<file path="src/rtl/bus_pkg.sv">
// bus_pkg: shared widths and select codes for the bus A/B/C blocks.
package bus_pkg;
    localparam int BUS_WIDTH = 32;
    typedef enum logic [3:0] {
        CB_NONE, CB_SOR, CB_DSTR, CB_AC, CB_MAR, CB_REG1, CB_REG2, CB_REG3, CB_COUN, CB_IR
    } cbus_e;
    typedef enum logic {MD_DSTR, MD_IR} mem_dst_e;
    typedef enum logic [3:0] {
        BS_NONE, BS_IR, BS_MAR, BS_SOR, BS_DSTR, BS_COUN, BS_AC, BS_REG1, BS_REG2, BS_REG3
    } bus_sel_e;
endpackage

</file>
<file path="src/rtl/wb_reg.sv">
// wb_reg: one write-back register; load_a beats load_b beats the optional +1/-1 step.
module wb_reg #(
    parameter int           W       = 32,
    parameter logic [W-1:0] RST_VAL = '0,
    parameter int           STEP    = 0
) (
    input  logic         clock,
    input  logic         reset,
    input  logic         load_a_i,
    input  logic [W-1:0] a_i,
    input  logic         load_b_i,
    input  logic [W-1:0] b_i,
    input  logic         step_i,
    output logic [W-1:0] q_o,
    output logic [W-1:0] d_o
);
    logic [W-1:0] q_q;
    always_comb d_o = load_a_i ? a_i : load_b_i ? b_i : !step_i ? q_q :
                      STEP > 0 ? q_q + W'(1) : STEP < 0 ? q_q - W'(1) : q_q;
    always_ff @(posedge clock or posedge reset)
        if (reset) q_q <= RST_VAL;
        else q_q <= d_o;
    assign q_o = q_q;
endmodule

</file>
<file path="src/rtl/write_bus_regfile.sv">
// write_bus_regfile: bus C write-back register bank feeding the bus A/B muxes.
module write_bus_regfile
    import bus_pkg::*;
#(
    parameter int               WIDTH     = BUS_WIDTH,
    parameter logic [WIDTH-1:0] COUN_INIT = '0
) (
    input  logic             clock,
    input  logic             reset,
    input  logic [3:0]       cbus_en,
    input  logic [WIDTH-1:0] cbus_in,
    input  logic             mem_valid,
    input  logic             mem_dst,
    input  logic [WIDTH-1:0] mem_data,
    input  logic             inc_ac,
    input  logic             inc_mar,
    input  logic             dec_coun,
    output logic [WIDTH-1:0] ir,
    output logic [WIDTH-1:0] mar,
    output logic [WIDTH-1:0] sor,
    output logic [WIDTH-1:0] dstr,
    output logic [WIDTH-1:0] coun,
    output logic [WIDTH-1:0] ac,
    output logic [WIDTH-1:0] reg1,
    output logic [WIDTH-1:0] reg2,
    output logic [WIDTH-1:0] reg3,
    output logic             z_coun,
    output logic             wr_err
);
    logic [WIDTH-1:0] r_q [1:9];
    logic [WIDTH-1:0] r_d [1:9];
    logic             z_coun_q, wr_err_q;
    // Array slot n holds the register whose cbus_en code is n.
    for (genvar g = 1; g <= 9; g++) begin : g_reg
        localparam logic [3:0] C = 4'(g);
        wb_reg #(
            .W       (WIDTH),
            .RST_VAL (C == CB_COUN ? COUN_INIT : '0),
            .STEP    (C == CB_AC || C == CB_MAR ? 1 : C == CB_COUN ? -1 : 0)
        ) u_reg (
            .clock    (clock),
            .reset    (reset),
            .load_a_i (mem_valid && ((C == CB_DSTR && mem_dst == MD_DSTR) || (C == CB_IR && mem_dst == MD_IR))),
            .a_i      (mem_data),
            .load_b_i (cbus_en == C),
            .b_i      (cbus_in),
            .step_i   (C == CB_AC ? inc_ac : C == CB_MAR ? inc_mar : C == CB_COUN ? dec_coun : 1'b0),
            .q_o      (r_q[g]),
            .d_o      (r_d[g])
        );
    end
    // z_coun tracks the next coun value so it lines up with coun itself.
    always_ff @(posedge clock or posedge reset)
        if (reset) begin
            z_coun_q <= COUN_INIT == '0;
            wr_err_q <= 1'b0;
        end else begin
            z_coun_q <= r_d[CB_COUN] == '0;
            wr_err_q <= wr_err_q | (cbus_en > CB_IR);
        end
    assign sor    = r_q[CB_SOR];
    assign dstr   = r_q[CB_DSTR];
    assign ac     = r_q[CB_AC];
    assign mar    = r_q[CB_MAR];
    assign reg1   = r_q[CB_REG1];
    assign reg2   = r_q[CB_REG2];
    assign reg3   = r_q[CB_REG3];
    assign coun   = r_q[CB_COUN];
    assign ir     = r_q[CB_IR];
    assign z_coun = z_coun_q;
    assign wr_err = wr_err_q;
endmodule
</file>
<file path="config.mk">
export PLATFORM = sky130hd
export DESIGN_NAME = write_bus_regfile
export DESIGN_NICKNAME = d
export VERILOG_FILES = /design/src/rtl/bus_pkg.sv /design/src/rtl/wb_reg.sv /design/src/rtl/write_bus_regfile.sv
export SDC_FILE = /design/constraint.sdc
export NUM_CORES = 1
export LEC_CHECK = 0
export ABC_AREA = 1
export BUFFER_PORTS_ARGS = -buffer_cell sky130_fd_sc_hd__buf_2
export CORE_MARGIN = 4
export CORE_UTILIZATION = 55
export CTS_CLUSTER_SIZE = 24
export DETAILED_ROUTE_END_ITERATION = 8
export PLACE_DENSITY = 0.87
export SYNTH_ARGS = -nofsm -noshare
export SYNTH_HDL_FRONTEND = slang
export SYNTH_HIERARCHICAL = 1
export SYNTH_SLANG_ARGS = --single-unit
</file>
<file path="constraint.sdc">
create_clock -name clock -period 3.65 [get_ports clock]
set_input_delay 0 -clock clock [delete_from_list [all_inputs] [get_ports clock]]
set_output_delay 0 -clock clock [all_outputs]
set_load 0.02 [all_outputs]
</file>
[Yosys cells after proc, flatten, opt, wreduce, memory -nomap -nowiden]
Cells that the tools add are included.
Cells by class
  add/subtract/negate cells: 3
  magnitude comparators: 1
  equal/unequal tests: 9
  multiplexer cells: 10
  bitwise gates (word level): 2
  reductions and logical operators: 7
Operators by type and width (number)
  $mux 32: 10
  $add 32x1->32 const B: 2
  $logic_not 32->1: 1
  $sub 32x1->32 const B: 1
  $eq 4x3->1 const B: 4
  $eq 4x2->1 const B: 2
  $eq 4x4->1 const B: 2
  $reduce_bool 2->1: 4
  $eq 4x1->1 const B: 1
  $gt 4x4->1 const B: 1
  $logic_and 1x1->1: 2
  $not 1->1: 1
  $or 1x1->1: 1
Storage, ports and cells
  bits in registers: 290
  input bits: 75
  output and inout port bits: 290
  logic and storage cells: 43

[Logic depth before layout (Yosys ltp)]
  depth after elaboration: 4
  gate-level depth with buffers: 18
  mapped depth without buffers: 17

[Hierarchy]
The synthesis kept the hierarchy.
Modules (own cells, without submodules)
  wb_reg at g_reg[1].u_reg ...: times used 6, cells each 273, area an instance 1810.5 um^2, seq. area each 800.8 um^2
  wb_reg at g_reg[3].u_reg ...: times used 2, cells each 389, area an instance 2449.8 um^2, seq. area each 800.8 um^2
  wb_reg at g_reg[8].u_reg: times used 1, cells each 413, area an instance 2527.4 um^2, seq. area each 800.8 um^2
  write_bus_regfile: times used 1, cells each 59, area an instance 274.0 um^2, seq. area each 51.3 um^2

[Least setup slack after synthesis]
Ideal clock, no wire load.
  path kind: reg-to-reg
  start: reg g_reg[8].u_reg.q_q[0]
  end: reg z_coun_q (netlist: z_coun)
  setup time: 0.067 ns
  arrival: 1.926 ns
  data required time: 3.583 ns
  slack: 1.657 ns
  stages on the path, launching flop included: 18
  path buffers: 1
  clock period less this slack: 1.993 ns
  cells stage by stage: dfrtp_1 -> inv_1 -> ha_1 -> nand2_2 -> nor2_4 -> nand3_4 -> nor2_4 -> buf_6 -> nand3_2 -> nand2_1 -> nand3_1 -> nand2_1 -> nand2_1 -> nor2_1 -> nand2_1 -> nor2_1 -> nand2_1 -> nor2_1
RTL lines
  from (decl): RTL line wb_reg.sv:17  | logic [W-1:0] q_q;
  from (signal assigned): RTL line wb_reg.sv:22  | else q_q <= d_o;
  to (signal assigned): RTL line write_bus_regfile.sv:55  | z_coun_q <= COUN_INIT == '0;
  to (signal assigned): RTL line write_bus_regfile.sv:58  | z_coun_q <= r_d[CB_COUN] == '0;
  to (decl): RTL line write_bus_regfile.sv:32  | logic z_coun_q, wr_err_q;

[Worst setup path after layout]
  start: in cbus_en[2]
  end: reg g_reg[2].u_reg.q_q[13]
On the way
  cells in the longest elaborated chain, start to end: 2
RTL lines
  from (decl): RTL line write_bus_regfile.sv:10  | input logic [3:0] cbus_en,
  $eq 4x2->1: RTL line write_bus_regfile.sv:45  | .load_b_i (cbus_en == C),
  $reduce_bool 2->1 (no source line)
  to (signal assigned): RTL line wb_reg.sv:22
  to (decl): RTL line wb_reg.sv:17
Every way passes these cells.
A chain may end at the register's enable or synchronous reset.

==> impl_metrics.py <==
metrics = {
    "detailed_routing": {
        "vias": 20091,
        "first_pass_iters": 7,
        "routedWlPerCell_um": 20.07,
        "drt_wl_total_mm": 74.95,
        "drt_iter0_markers": 2271,
        "drc": 0,
        "vias_per_cell": 5.379,
        "ant_nets": 0,
    },
    "floorplan": {
        "dieWidth_um": 191.7,
        "start_util": 0.5550,
        "core_area_um2": 33450,
        "fp-row-count": 67,
        "num_io_pins": 365,
        "die_y_um": 191.7,
        "die_area_um2": 36760,
    },
    "logic_synthesis": {
        "avgSynthCellArea_um2": 6.428,
        "synth-edff-count": 0,
        "synthDominantCellAreaShare": 0.3896,
        "yosys_most_used_dff": "dfrtp_1",
        "syn-cell-area_um2": 18560,
        "syn_inst": 2888,
        "yosysSeqAreaShare": 0.3910,
        "yosys_warnings": 6,
        "synth_seq_cells": 290,
        "synth_common_cells": "nand2_1, inv_1, dfrtp_1",
        "synth_top_area_cell": "dfrtp_1",
        "synth_cell_types": 36,
        "yosysMostFrequentCell": "nand2_1",
        "async_flop_share": 1.000,
        "synth_area_leaders": "dfrtp_1, nand2_1, inv_1",
    },
    "job": {
        "maxCapViolations": 0,
    },
    "critical_path": {
        "path_class": "in2reg",
        "setup.worst_path.start_class": "primary input",
        "cp.arrival_ns": 3.05,
        "endpoint_kind": "flip-flop",
        "crit_required_ns": 4.09,
        "cp_max_fo": 32,
    },
    "sta": {
        "finalMaxSlewViolations": 0,
        "fin_tns_setup_ns": 0,
        "tightest_slew_ns": 1.041,
        "whs_ns": 0.02577,
        "fin_crit_sh": 0.7130,
        "rsz0062_at_grt": "no",
        "skew_ns": 0.008554,
        "final-hold-violation-count": 0,
        "setup_viol": 0,
        "period_needed_ns": 2.603,
        "relSlewSlack": 0.3019,
        "max_freq_mhz": 384.2,
    },
    "cts": {
        "ctsResizeCount": 0,
        "clk_pin_slew_ns": 0.06,
        "clock_path_buffers": 3,
        "cts-htree-levels": 2,
        "cts_sinks": 290,
        "clk_latency_ns": 0.51,
        "numCtsBuffers": 35,
        "cts_tree": "done",
        "clockRootBuffer": "clkbuf_16",
    },
    "pwr": {
        "power.switching_w": 0.003489,
        "clkPwrFrac": 0.358,
        "pwr_density_cell_nw_per_um2": 450.5,
        "seqPwrFrac": 0.391,
        "ir_worst_vdd_v": 0.0003785,
        "p_comb_frac": 0.251,
        "p_leak_nw": 13.20,
        "switching_share": 0.3493,
        "intPower_w": 0.006500,
    },
    "global_route": {
        "overflow": 0,
        "grt_pass1_wl_mm": 109.9,
        "grt_pass1_vias": 18523,
        "grt_util_all_layers": 0.3970,
        "grt_max_degree": 56,
        "antenna_found_initial": 2,
    },
    "placed_design": {
        "place.detailed.hpwl_mm": 47.68,
        "io_buffer_count": 364,
        "gp_congestion": 1.013,
    },
    "final_layout": {
        "syn2layout_area_growth_pct": 19.44,
        "drive_above_1_share": 0.1546,
        "fin_nets": 3343,
        "fin_util": 0.6629,
    },
    "worst_hold_path": {
        "hold_path_class": "in2reg",
    },
    "status": {
        "status": "finished, final reports clean",
    },
}
## repair_timing
action / in CTS / in global routing
hold buffers: 74 / 0
setup buffers: 0 / 0
hold endpoints to repair: 302 / 0
## flip-flops by register name (all words and copies together) (netlist names)
| name | cells |
|---|---|
| g.u_reg/q_o | 288 |
| wr_err | 1 |
| z_coun | 1 |
## metal layers
layer	share of wire	vias to the layer above	GRT usage
met1	0.35	8968	0.4927
met5	0.00045	-	0
met2	0.42	1462	0.5831
met4	0.090	4	0.2801
li1	-	9322	-
met3	0.14	335	0.1300
## final cells by class
type | count | area, um2
clock inverter | 11 | 132.6
sequential | 290 | 7258
inverter | 505 | 1926
antenna | 1 | 2.502
fill | 2942 | 11270
clock buffer | 47 | 1023
timing repair buffer | 460 | 2728
multi-input combinational | 1973 | 8543
tap | 448 | 560.5
## logic make-up after synthesis
family	synth area share
and+or+nand+nor	0.4034
AOI/OAI and AO/OA	0.03127
adders and majority gates	0.002022
other	0.0002020
DFF	0.3910
buffers and inverters	0.1514
xor gates and xnor gates	0.02076
## path summary, 6_finish.rpt
check,slack (ns),endpoint,cells past startpoint,startpoint
max,1.05,g_reg[2].u_reg/q_o[13],10,cbus_en[2]
min,0.03,g_reg[6].u_reg/q_o[8],5,cbus_in[8]
max reg2reg,1.33,z_coun,16,g_reg[8].u_reg/q_o[0]
min reg2reg,0.56,g_reg[2].u_reg/q_o[7],4,g_reg[2].u_reg/q_o[7]
max in group asynchronous,2.43,g_reg[9].u_reg/q_o[0],4,reset
min in group asynchronous,0.08,wr_err,3,reset
## through the flow
step | setup WS, ns | area (um2) | cells | total power [W]
after global routing | 0.9179 | 22170 | 3734 | 0.01036
final | 1.047 | 22170 | 3735 | 0.009989
after detailed placement | 1.288 | 20270 | 3602 | 0.006246
after global placement | 1.378 | 20270 | 3602 | 0.006211
after floorplan | 1.657 | 18590 | 2894 | 0.005358
after CTS | 1.209 | 22170 | 3734 | 0.009874
## power by group through the flow
stage,clock network [W],registers (W),logic [W]
final,0.00357,0.00391,0.00251
after detailed placement,0,0.00393,0.00231
after CTS,0.00358,0.00388,0.00241
after global placement,0,0.00393,0.00228
after floorplan,0,0.00430,0.00106
after global routing,0.00370,0.00394,0.00273
## critical path, cell delays in order
cell           delay, ns
dlygate4sd3_1       0.55
buf_2               0.14
inv_1               0.06
nand2_1             0.15
nor3_2              0.82
inv_4               0.35
nand2_1             0.16
nand3_1             0.09
nand2_1             0.10
dlygate4sd3_1       0.58
## cell usage in the layout, fill, tap and decap left out, types with 2 or more instances in the layout
cell	n
nand3_1	263
o21ai_0	36
a21o_1	10
clkinv_1	2
bufinv_16	3
o211ai_1	9
clkbuf_1	4
nand2_4	3
inv_1	487
o21bai_1	5
dlygate4sd3_1	74
clkinv_2	7
clkbuf_8	6
nand2_2	8
nor3_1	8
nand2_1	1206
o21ai_1	7
a21oi_1	37
ha_1	3
conb_1	7
xor2_1	29
nand3_2	3
nand4_2	2
nor3_2	3
xnor2_1	15
buf_4	22
clkbuf_16	37
nor2_2	13
inv_4	12
nand3b_1	8
nand4_1	19
inv_2	4
nor2_4	18
nor2_1	258
buf_2	364
dfrtp_1	289
and3_1	2
Power figures use the tool's default switching activity.
